**src/rtl/button_debounce_pkg.sv**
```systemverilog
// Shared types for the push-button conditioner: FSM state encoding and
// the dwell-counter width helper.
package button_pkg;

  typedef enum logic [1:0] {
    REL_STABLE,
    PRESS_CHECK,
    PRS_STABLE,
    REL_CHECK
  } btn_state_e;

  // Width of a counter that must reach cycles-1; never narrower than 1 bit.
  function automatic int dwell_cnt_w(input int cycles);
    return (cycles <= 2) ? 1 : $clog2(cycles);
  endfunction

endpackage

```
**src/rtl/button_debounce_if.sv**
```systemverilog
// Signal bundle between the button pad side and the debounced consumers.
// press_cnt_o exists only when BUTTON_PRESS_COUNT_EN is defined.
interface button_debounce_if #(
  parameter int CNT_W = 16
);
  logic             enable_i;
  logic             btn_i;
  logic             btn_o;
  logic             press_o;
  logic             release_o;
`ifdef BUTTON_PRESS_COUNT_EN
  logic [CNT_W-1:0] press_cnt_o;
`endif

  // Drives the raw pad / enable, observes the conditioned outputs.
  modport master (
    output enable_i, btn_i,
`ifdef BUTTON_PRESS_COUNT_EN
    input  press_cnt_o,
`endif
    input  btn_o, press_o, release_o
  );

  // The debouncer itself.
  modport slave (
    input  enable_i, btn_i,
`ifdef BUTTON_PRESS_COUNT_EN
    output press_cnt_o,
`endif
    output btn_o, press_o, release_o
  );
endinterface

```
**src/rtl/button_sync.sv**
```systemverilog
// Multi-flop synchroniser for an asynchronous pad input; clears to 0.
module button_sync #(
  parameter int STAGES = 2
) (
  input  logic clk_i,
  input  logic rst_ni,
  input  logic d_i,
  output logic q_o
);

  logic [STAGES-1:0] sync_q;

  // Shift the pad level through the flop chain, oldest sample at the top.
  always_ff @(posedge clk_i) begin
    if (!rst_ni) sync_q <= '0;
    else         sync_q <= {sync_q[STAGES-2:0], d_i};
  end

  assign q_o = sync_q[STAGES-1];

endmodule

```
**src/rtl/button_debounce.sv**
```systemverilog
// Push-button conditioner: synchronise, debounce with a dwell counter,
// emit a clean level plus one-cycle press/release strobes.
// Optional press counter enabled by defining BUTTON_PRESS_COUNT_EN.
module button_debounce
  import button_pkg::*;
#(
  parameter int SYNC_STAGES     = 2,
  parameter int DEBOUNCE_CYCLES = 50000,
  parameter bit ACTIVE_LOW      = 1'b0,
  parameter int CNT_W           = 16
) (
  input  logic            wb_clk_i,
  input  logic            wb_rst_ni,
  button_debounce_if.slave bus
);

  localparam int             CW      = dwell_cnt_w(DEBOUNCE_CYCLES);
  localparam logic [CW-1:0]  CNT_MAX = CW'(DEBOUNCE_CYCLES - 1);

  logic          s;
  btn_state_e    state_q;
  logic [CW-1:0] cnt_q;
  logic          btn_q, press_q, release_q;

  button_sync #(.STAGES(SYNC_STAGES)) u_sync (
    .clk_i  (wb_clk_i),
    .rst_ni (wb_rst_ni),
    .d_i    (bus.btn_i ^ ACTIVE_LOW),
    .q_o    (s)
  );

  // Debounce FSM: a change is accepted only after DEBOUNCE_CYCLES
  // consecutive enabled cycles of the new synchronised level.
  always_ff @(posedge wb_clk_i) begin
    if (!wb_rst_ni) begin
      state_q   <= REL_STABLE;
      cnt_q     <= '0;
      btn_q     <= 1'b0;
      press_q   <= 1'b0;
      release_q <= 1'b0;
    end else begin
      press_q   <= 1'b0;
      release_q <= 1'b0;
      if (!bus.enable_i) begin
        // Disable abandons any pending change, even on the accepting cycle.
        cnt_q <= '0;
        if (state_q == PRESS_CHECK)    state_q <= REL_STABLE;
        else if (state_q == REL_CHECK) state_q <= PRS_STABLE;
      end else begin
        unique case (state_q)
          REL_STABLE: begin
            if (s) begin
              state_q <= PRESS_CHECK;
              cnt_q   <= CW'(1);
            end else begin
              cnt_q   <= '0;
            end
          end
          PRESS_CHECK: begin
            if (!s) begin
              state_q <= REL_STABLE;
              cnt_q   <= '0;
            end else if (cnt_q == CNT_MAX) begin
              state_q <= PRS_STABLE;
              btn_q   <= 1'b1;
              press_q <= 1'b1;
              cnt_q   <= '0;
            end else begin
              cnt_q   <= cnt_q + 1'b1;
            end
          end
          PRS_STABLE: begin
            if (!s) begin
              state_q <= REL_CHECK;
              cnt_q   <= CW'(1);
            end else begin
              cnt_q   <= '0;
            end
          end
          REL_CHECK: begin
            if (s) begin
              state_q   <= PRS_STABLE;
              cnt_q     <= '0;
            end else if (cnt_q == CNT_MAX) begin
              state_q   <= REL_STABLE;
              btn_q     <= 1'b0;
              release_q <= 1'b1;
              cnt_q     <= '0;
            end else begin
              cnt_q     <= cnt_q + 1'b1;
            end
          end
          default: begin
            state_q <= REL_STABLE;
            cnt_q   <= '0;
          end
        endcase
      end
    end
  end

  assign bus.btn_o     = btn_q;
  assign bus.press_o   = press_q;
  assign bus.release_o = release_q;

`ifdef BUTTON_PRESS_COUNT_EN
  logic [CNT_W-1:0] press_cnt_q, press_cnt_d;

  // Count follows the strobe by one cycle; wraps freely.
  always_comb begin
    press_cnt_d = press_cnt_q;
    if (press_q) press_cnt_d = press_cnt_q + 1'b1;
  end

  // Press count register, cleared only by reset.
  always_ff @(posedge wb_clk_i) begin
    if (!wb_rst_ni) press_cnt_q <= '0;
    else            press_cnt_q <= press_cnt_d;
  end

  assign bus.press_cnt_o = press_cnt_q;
`endif

endmodule

```
**src/flat_wrapper.sv**
```systemverilog
// flat-port wrapper written by rule: the top's interface ports become plain ports
module button_debounce_flat import button_pkg::*;
#(
  parameter int SYNC_STAGES     = 2,
  parameter int DEBOUNCE_CYCLES = 50000,
  parameter bit ACTIVE_LOW      = 1'b0,
  parameter int CNT_W           = 16
)
  (wb_clk_i, wb_rst_ni, bus_enable_i, bus_btn_i, bus_btn_o, bus_press_o, bus_release_o);
  button_debounce_if #(.CNT_W(CNT_W)) bus_i ();
  input  logic wb_clk_i;
  input  logic wb_rst_ni;
  input wire logic [$bits(bus_i.enable_i)-1:0] bus_enable_i;
  input wire logic [$bits(bus_i.btn_i)-1:0] bus_btn_i;
  output wire logic [$bits(bus_i.btn_o)-1:0] bus_btn_o;
  output wire logic [$bits(bus_i.press_o)-1:0] bus_press_o;
  output wire logic [$bits(bus_i.release_o)-1:0] bus_release_o;
  assign bus_i.enable_i = bus_enable_i;
  assign bus_i.btn_i = bus_btn_i;
  assign bus_btn_o = bus_i.btn_o;
  assign bus_press_o = bus_i.press_o;
  assign bus_release_o = bus_i.release_o;
  button_debounce #(.SYNC_STAGES(SYNC_STAGES), .DEBOUNCE_CYCLES(DEBOUNCE_CYCLES), .ACTIVE_LOW(ACTIVE_LOW), .CNT_W(CNT_W)) u_core (.wb_clk_i(wb_clk_i), .wb_rst_ni(wb_rst_ni), .bus(bus_i));
endmodule
```
**config.mk**
```make
export PLATFORM = sky130hd
export DESIGN_NAME = button_debounce_flat
export DESIGN_NICKNAME = d
export VERILOG_FILES = /design/src/rtl/button_debounce_pkg.sv /design/src/rtl/button_debounce_if.sv /design/src/rtl/button_sync.sv /design/src/rtl/button_debounce.sv /design/src/flat_wrapper.sv
export SDC_FILE = /design/constraint.sdc
export NUM_CORES = 1
export LEC_CHECK = 0
export BUFFER_PORTS_ARGS = -buffer_cell sky130_fd_sc_hd__buf_2
export CAP_MARGIN = 20
export CORE_ASPECT_RATIO = 1.1
export CORE_MARGIN = 4
export CORE_UTILIZATION = 30
export DETAILED_ROUTE_END_ITERATION = 8
export SYNTH_ARGS = -nofsm -noshare
export SYNTH_HDL_FRONTEND = slang
export SYNTH_SLANG_ARGS = --single-unit
```
**constraint.sdc**
```tcl
create_clock -name wb_clk_i -period 2.3 [get_ports wb_clk_i]
set_input_delay 0.575 -clock wb_clk_i [delete_from_list [all_inputs] [get_ports wb_clk_i]]
set_output_delay 0.575 -clock wb_clk_i [all_outputs]
set_load 0.05 [all_outputs]
```
==> impl_results.html <==
<table>
<tr><th>Metric</th><th>Value</th></tr>
<tr><th colspan="2">Power and ir drop</th></tr>
<tr><td>Sequential Power Share</td><td>66.2%</td></tr>
<tr><td>Total power after layout</td><td>0.614 mW</td></tr>
<tr><td>Logic gate share of total power</td><td>4.1%</td></tr>
<tr><td>LEAKAGE</td><td>0.331 nW</td></tr>
<tr><td>Clk pwr share</td><td>29.7%</td></tr>
<tr><td>Internal portion of total power</td><td>0.479 mW</td></tr>
<tr><td>Net switching power figure</td><td>0.136 mW</td></tr>
<tr><td>Max VDD drop</td><td>413 uV</td></tr>
<tr><td>Switching Share</td><td>22.1%</td></tr>
<tr><td>Power density relative to cell area</td><td>528 nW/um2</td></tr>
<tr><th colspan="2">Synth</th></tr>
<tr><td>Syn Nets</td><td>113</td></tr>
<tr><td>Cells after Synth</td><td>108</td></tr>
<tr><td>Distinct cells, synth</td><td>28</td></tr>
<tr><td>Average instance area after synthesis</td><td>9.79 um2</td></tr>
<tr><td>Sequential element share of the synthesized area</td><td>43.6%</td></tr>
<tr><td>Main synth FF type</td><td>sky130_fd_sc_hd__dfxtp_1</td></tr>
<tr><td>Number of synthesized flops with an enable pin</td><td>0</td></tr>
<tr><td>Yosys synthesis warning count</td><td>0</td></tr>
<tr><td>Commonest cells post-synth</td><td>sky130_fd_sc_hd__dfxtp_1, sky130_fd_sc_hd__nor2_1, sky130_fd_sc_hd__xnor2_1</td></tr>
<tr><td>Cell with the most instances after synthesis</td><td>sky130_fd_sc_hd__dfxtp_1</td></tr>
<tr><td>Async set-or-reset flop fraction in the synthesized netlist</td><td>0%</td></tr>
<tr><td>Dominant cells by area after synthesis</td><td>sky130_fd_sc_hd__dfxtp_1, sky130_fd_sc_hd__xnor2_1, sky130_fd_sc_hd__nor2_1, sky130_fd_sc_hd__nor4b_4, sky130_fd_sc_hd__nor4_2</td></tr>
<tr><td>Synth area leader</td><td>sky130_fd_sc_hd__dfxtp_1</td></tr>
<tr><td>Mapped Area</td><td>1060 um2</td></tr>
<tr><td>Portion of synthesized cell area occupied by the leading cell type</td><td>43.6%</td></tr>
<tr><td>Number of flip-flops and latches in the synthesized netlist</td><td>23</td></tr>
<tr><th colspan="2">Critical path</th></tr>
<tr><td>Category of the critical setup timing path</td><td>reg -&gt; reg</td></tr>
<tr><td>Max FO, Critical Path</td><td>15</td></tr>
<tr><td>Critical Path Sink Type</td><td>flop</td></tr>
<tr><td>Required time at the worst-slack endpoint</td><td>2490 ps</td></tr>
<tr><td>Data arrival time of the worst path</td><td>1750 ps</td></tr>
<tr><td>Crit path launch type</td><td>flop</td></tr>
<tr><th colspan="2">Clock network</th></tr>
<tr><td>Number of CTS-inserted buffers</td><td>3</td></tr>
<tr><td>Bufs on Longest Clock Path</td><td>2</td></tr>
<tr><td>Post-CTS Setup Bufs</td><td>0</td></tr>
<tr><td>Hold-fix buffers at CTS</td><td>0</td></tr>
<tr><td># H-tree levels</td><td>1</td></tr>
<tr><td>Clock Sinks</td><td>23</td></tr>
<tr><td>Clock slew at reported path FFs</td><td>120 ps</td></tr>
<tr><td>Count of instances resized after the clock tree is built</td><td>0</td></tr>
<tr><td>Worst skew pair latency</td><td>300 ps</td></tr>
<tr><td>Root buffer selected by CTS</td><td>sky130_fd_sc_hd__clkbuf_4</td></tr>
<tr><td>CTS tree</td><td>done</td></tr>
<tr><th colspan="2">Placement</th></tr>
<tr><td>Post-place setup slack</td><td>730 ps</td></tr>
<tr><td>Post-detailed-placement half-perimeter wirelength</td><td>1380 um</td></tr>
<tr><td>Final weighted congestion of routability-driven global placement</td><td>0.740</td></tr>
<tr><td>Standard cell area after detailed placement</td><td>1140 um2</td></tr>
<tr><td># port buffers</td><td>6</td></tr>
<tr><th colspan="2">Global route</th></tr>
<tr><td>Maximum number of pins on one net before global-route repair</td><td>16</td></tr>
<tr><td>Number of antenna violations at the first check in global routing</td><td>0</td></tr>
<tr><td>Global-route wire length before repair</td><td>3370 um</td></tr>
<tr><td>Total routing resource utilization after global routing</td><td>9.34%</td></tr>
<tr><td>Total congestion overflow</td><td>0</td></tr>
<tr><td>Vias in the first global route</td><td>753</td></tr>
<tr><th colspan="2">Outcome</th></tr>
<tr><td>Run status</td><td>finished, final reports clean</td></tr>
<tr><th colspan="2">Floorplanning</th></tr>
<tr><td>Vertical die dimension</td><td>70.3 um</td></tr>
<tr><td>Initial cell density of the core</td><td>31.5%</td></tr>
<tr><td>Number of top-level design ports</td><td>7</td></tr>
<tr><td>Row count</td><td>22</td></tr>
<tr><td>Area enclosed by the die boundary</td><td>4540 um2</td></tr>
<tr><td>Total core area</td><td>3360 um2</td></tr>
<tr><td>Die Width</td><td>64.6 um</td></tr>
<tr><th colspan="2">Timing</th></tr>
<tr><td>Fmax</td><td>643 MHz</td></tr>
<tr><td>Final critical-path share of the clock period</td><td>67.6%</td></tr>
<tr><td>Setup violations, final</td><td>0</td></tr>
<tr><td>Clock Skew</td><td>2.86 ps</td></tr>
<tr><td>Worst max-slew margin expressed relative to the limit</td><td>69.1%</td></tr>
<tr><td>Fin crit period</td><td>1550 ps</td></tr>
<tr><td>Fin Setup TNS</td><td>0 ps</td></tr>
<tr><td>Count of pins over their slew limit</td><td>0</td></tr>
<tr><td>Hold violation total from the final report</td><td>0</td></tr>
<tr><td>Final critical-path setup slack</td><td>746 ps</td></tr>
<tr><td>Measured slew at the worst slew-check pin</td><td>462 ps</td></tr>
<tr><td>Unrepaired setup endpoints after global routing</td><td>no</td></tr>
<tr><td>Hold Worst Slack</td><td>459 ps</td></tr>
<tr><th colspan="2">Routing</th></tr>
<tr><td>DRC errors left</td><td>0</td></tr>
<tr><td>Vias</td><td>757</td></tr>
<tr><td>Detailed Routing Iterations Pass 1</td><td>4</td></tr>
<tr><td>Number of nets with antenna violations after routing</td><td>0</td></tr>
<tr><td>Routed length per placed instance</td><td>11.3 um</td></tr>
<tr><td>Drt total wl</td><td>1860 um</td></tr>
<tr><td>Average vias per placed instance</td><td>4.59</td></tr>
<tr><td>Number of DRC violations after detailed-routing iteration 0</td><td>30</td></tr>
<tr><th colspan="2">Finish</th></tr>
<tr><td>Combined flip-flop and latch cell area</td><td>460 um2</td></tr>
<tr><td>Count of inserted antenna diode cells</td><td>0</td></tr>
<tr><td>Fin area</td><td>1160 um2</td></tr>
<tr><td>Number of nets in the finished design</td><td>123</td></tr>
<tr><td>Share of post-route cells with drive strength above 1</td><td>16.2%</td></tr>
<tr><td>Filler cell count in the final layout</td><td>374</td></tr>
<tr><td>Area of the multi-input gates</td><td>563 um2</td></tr>
<tr><td>Synthesis-to-finish area growth</td><td>9.94%</td></tr>
<tr><th colspan="2">Hold path</th></tr>
<tr><td>Type of the most critical hold path</td><td>reg -&gt; reg</td></tr>
<tr><th colspan="2">Run</th></tr>
<tr><td>Max-cap violations</td><td>0</td></tr>
</table>
[power by group through the flow]
stage	Combinational (mW)	Clock (mW)	Sequential (mW)
after CTS	0.0256	0.195	0.407
after floorplan	0.00683	0	0.425
after global placement	0.0249	0	0.415
after detailed placement	0.0254	0	0.416
after global routing	0.0273	0.212	0.408
final	0.0252	0.182	0.407
[cell usage in the layout (no fill, tap or decap), types with 2 or more instances in the layout]
cell / count
sky130_fd_sc_hd__dfxtp_1: 23
sky130_fd_sc_hd__nor2_1: 20
sky130_fd_sc_hd__xnor2_1: 13
sky130_fd_sc_hd__inv_1: 6
sky130_fd_sc_hd__nand3_1: 6
sky130_fd_sc_hd__buf_2: 6
sky130_fd_sc_hd__nand2_1: 5
sky130_fd_sc_hd__nor3_1: 4
sky130_fd_sc_hd__nand4_1: 3
sky130_fd_sc_hd__nor4_2: 3
sky130_fd_sc_hd__clkbuf_4: 3
sky130_fd_sc_hd__nand3_2: 2
sky130_fd_sc_hd__nor4b_4: 2
sky130_fd_sc_hd__nand2b_1: 2
sky130_fd_sc_hd__and4_1: 2
sky130_fd_sc_hd__and2_1: 2
sky130_fd_sc_hd__o311ai_0: 2
[through the flow]
stage               std cells  utilization, %
finish                    165            34.6
global route              165            34.6
CTS                       165            34.6
detailed placement        161            33.8
global placement          161            33.8
floorplan                 108               -
[per-layer routing]
metal  track usage (%)  up-vias  share of wire, %
li1                  -      396                 -
met1              11.3      348                46
met2              15.5       11                49
met3              3.70        2               4.8
met4              2.11        0              0.48
met5                 0        -                 0
[worst paths after layout]
check | start | end | slack, ps | depth (start not counted)
max | u_core.cnt_q[4]$_SDFF_PN0_ | u_core.cnt_q[14]$_SDFF_PN0_ | 750 | 4
min | u_core.u_sync.sync_q[0]$_SDFF_PN0_ | u_core.u_sync.sync_q[1]$_SDFF_PN0_ | 460 | 1
max reg2reg | u_core.cnt_q[4]$_SDFF_PN0_ | u_core.cnt_q[14]$_SDFF_PN0_ | 750 | 4
min reg2reg | u_core.u_sync.sync_q[0]$_SDFF_PN0_ | u_core.u_sync.sync_q[1]$_SDFF_PN0_ | 460 | 1
[critical path: stages, from the launching register on]
cell and delay (ps):
sky130_fd_sc_hd__dfxtp_1 420, sky130_fd_sc_hd__nor4b_4 360, sky130_fd_sc_hd__nand3_2 140, sky130_fd_sc_hd__o211ai_4 420, sky130_fd_sc_hd__nor2_1 100
[flip-flops by register name, indices dropped and copies added, names as in the netlist, named ones only]
signal / flops
u_core.bus.btn_o: 1
u_core.bus.press_o: 1
u_core.bus.release_o: 1
u_core.cnt_q: 16
u_core.state_q: 1
u_core.u_sync.sync_q: 2
[cells by family (layout without fill, tap and decap cells)]
family / Yosys count / after routing / share of synthesized area [%]
xor+xnor: 14 / 14 / 11.6
simple gates: 55 / 55 / 33.5
flops: 23 / 23 / 43.6
buf+inv: 7 / 16 / 3.20
compound gates: 8 / 8 / 6.98
fa+ha+maj: 1 / 1 / 1.18
[area by class of cell]
class | count | share of cell area [%]
Clock buffer | 4 | 2.26
Inverter | 6 | 1.94
Multi-Input combinational cell | 78 | 48.4
Sequential cell | 23 | 39.6
Tap cell | 48 | 5.17
Timing Repair Buffer | 6 | 2.58
No activity file was read; power rests on OpenSTA's default activity.
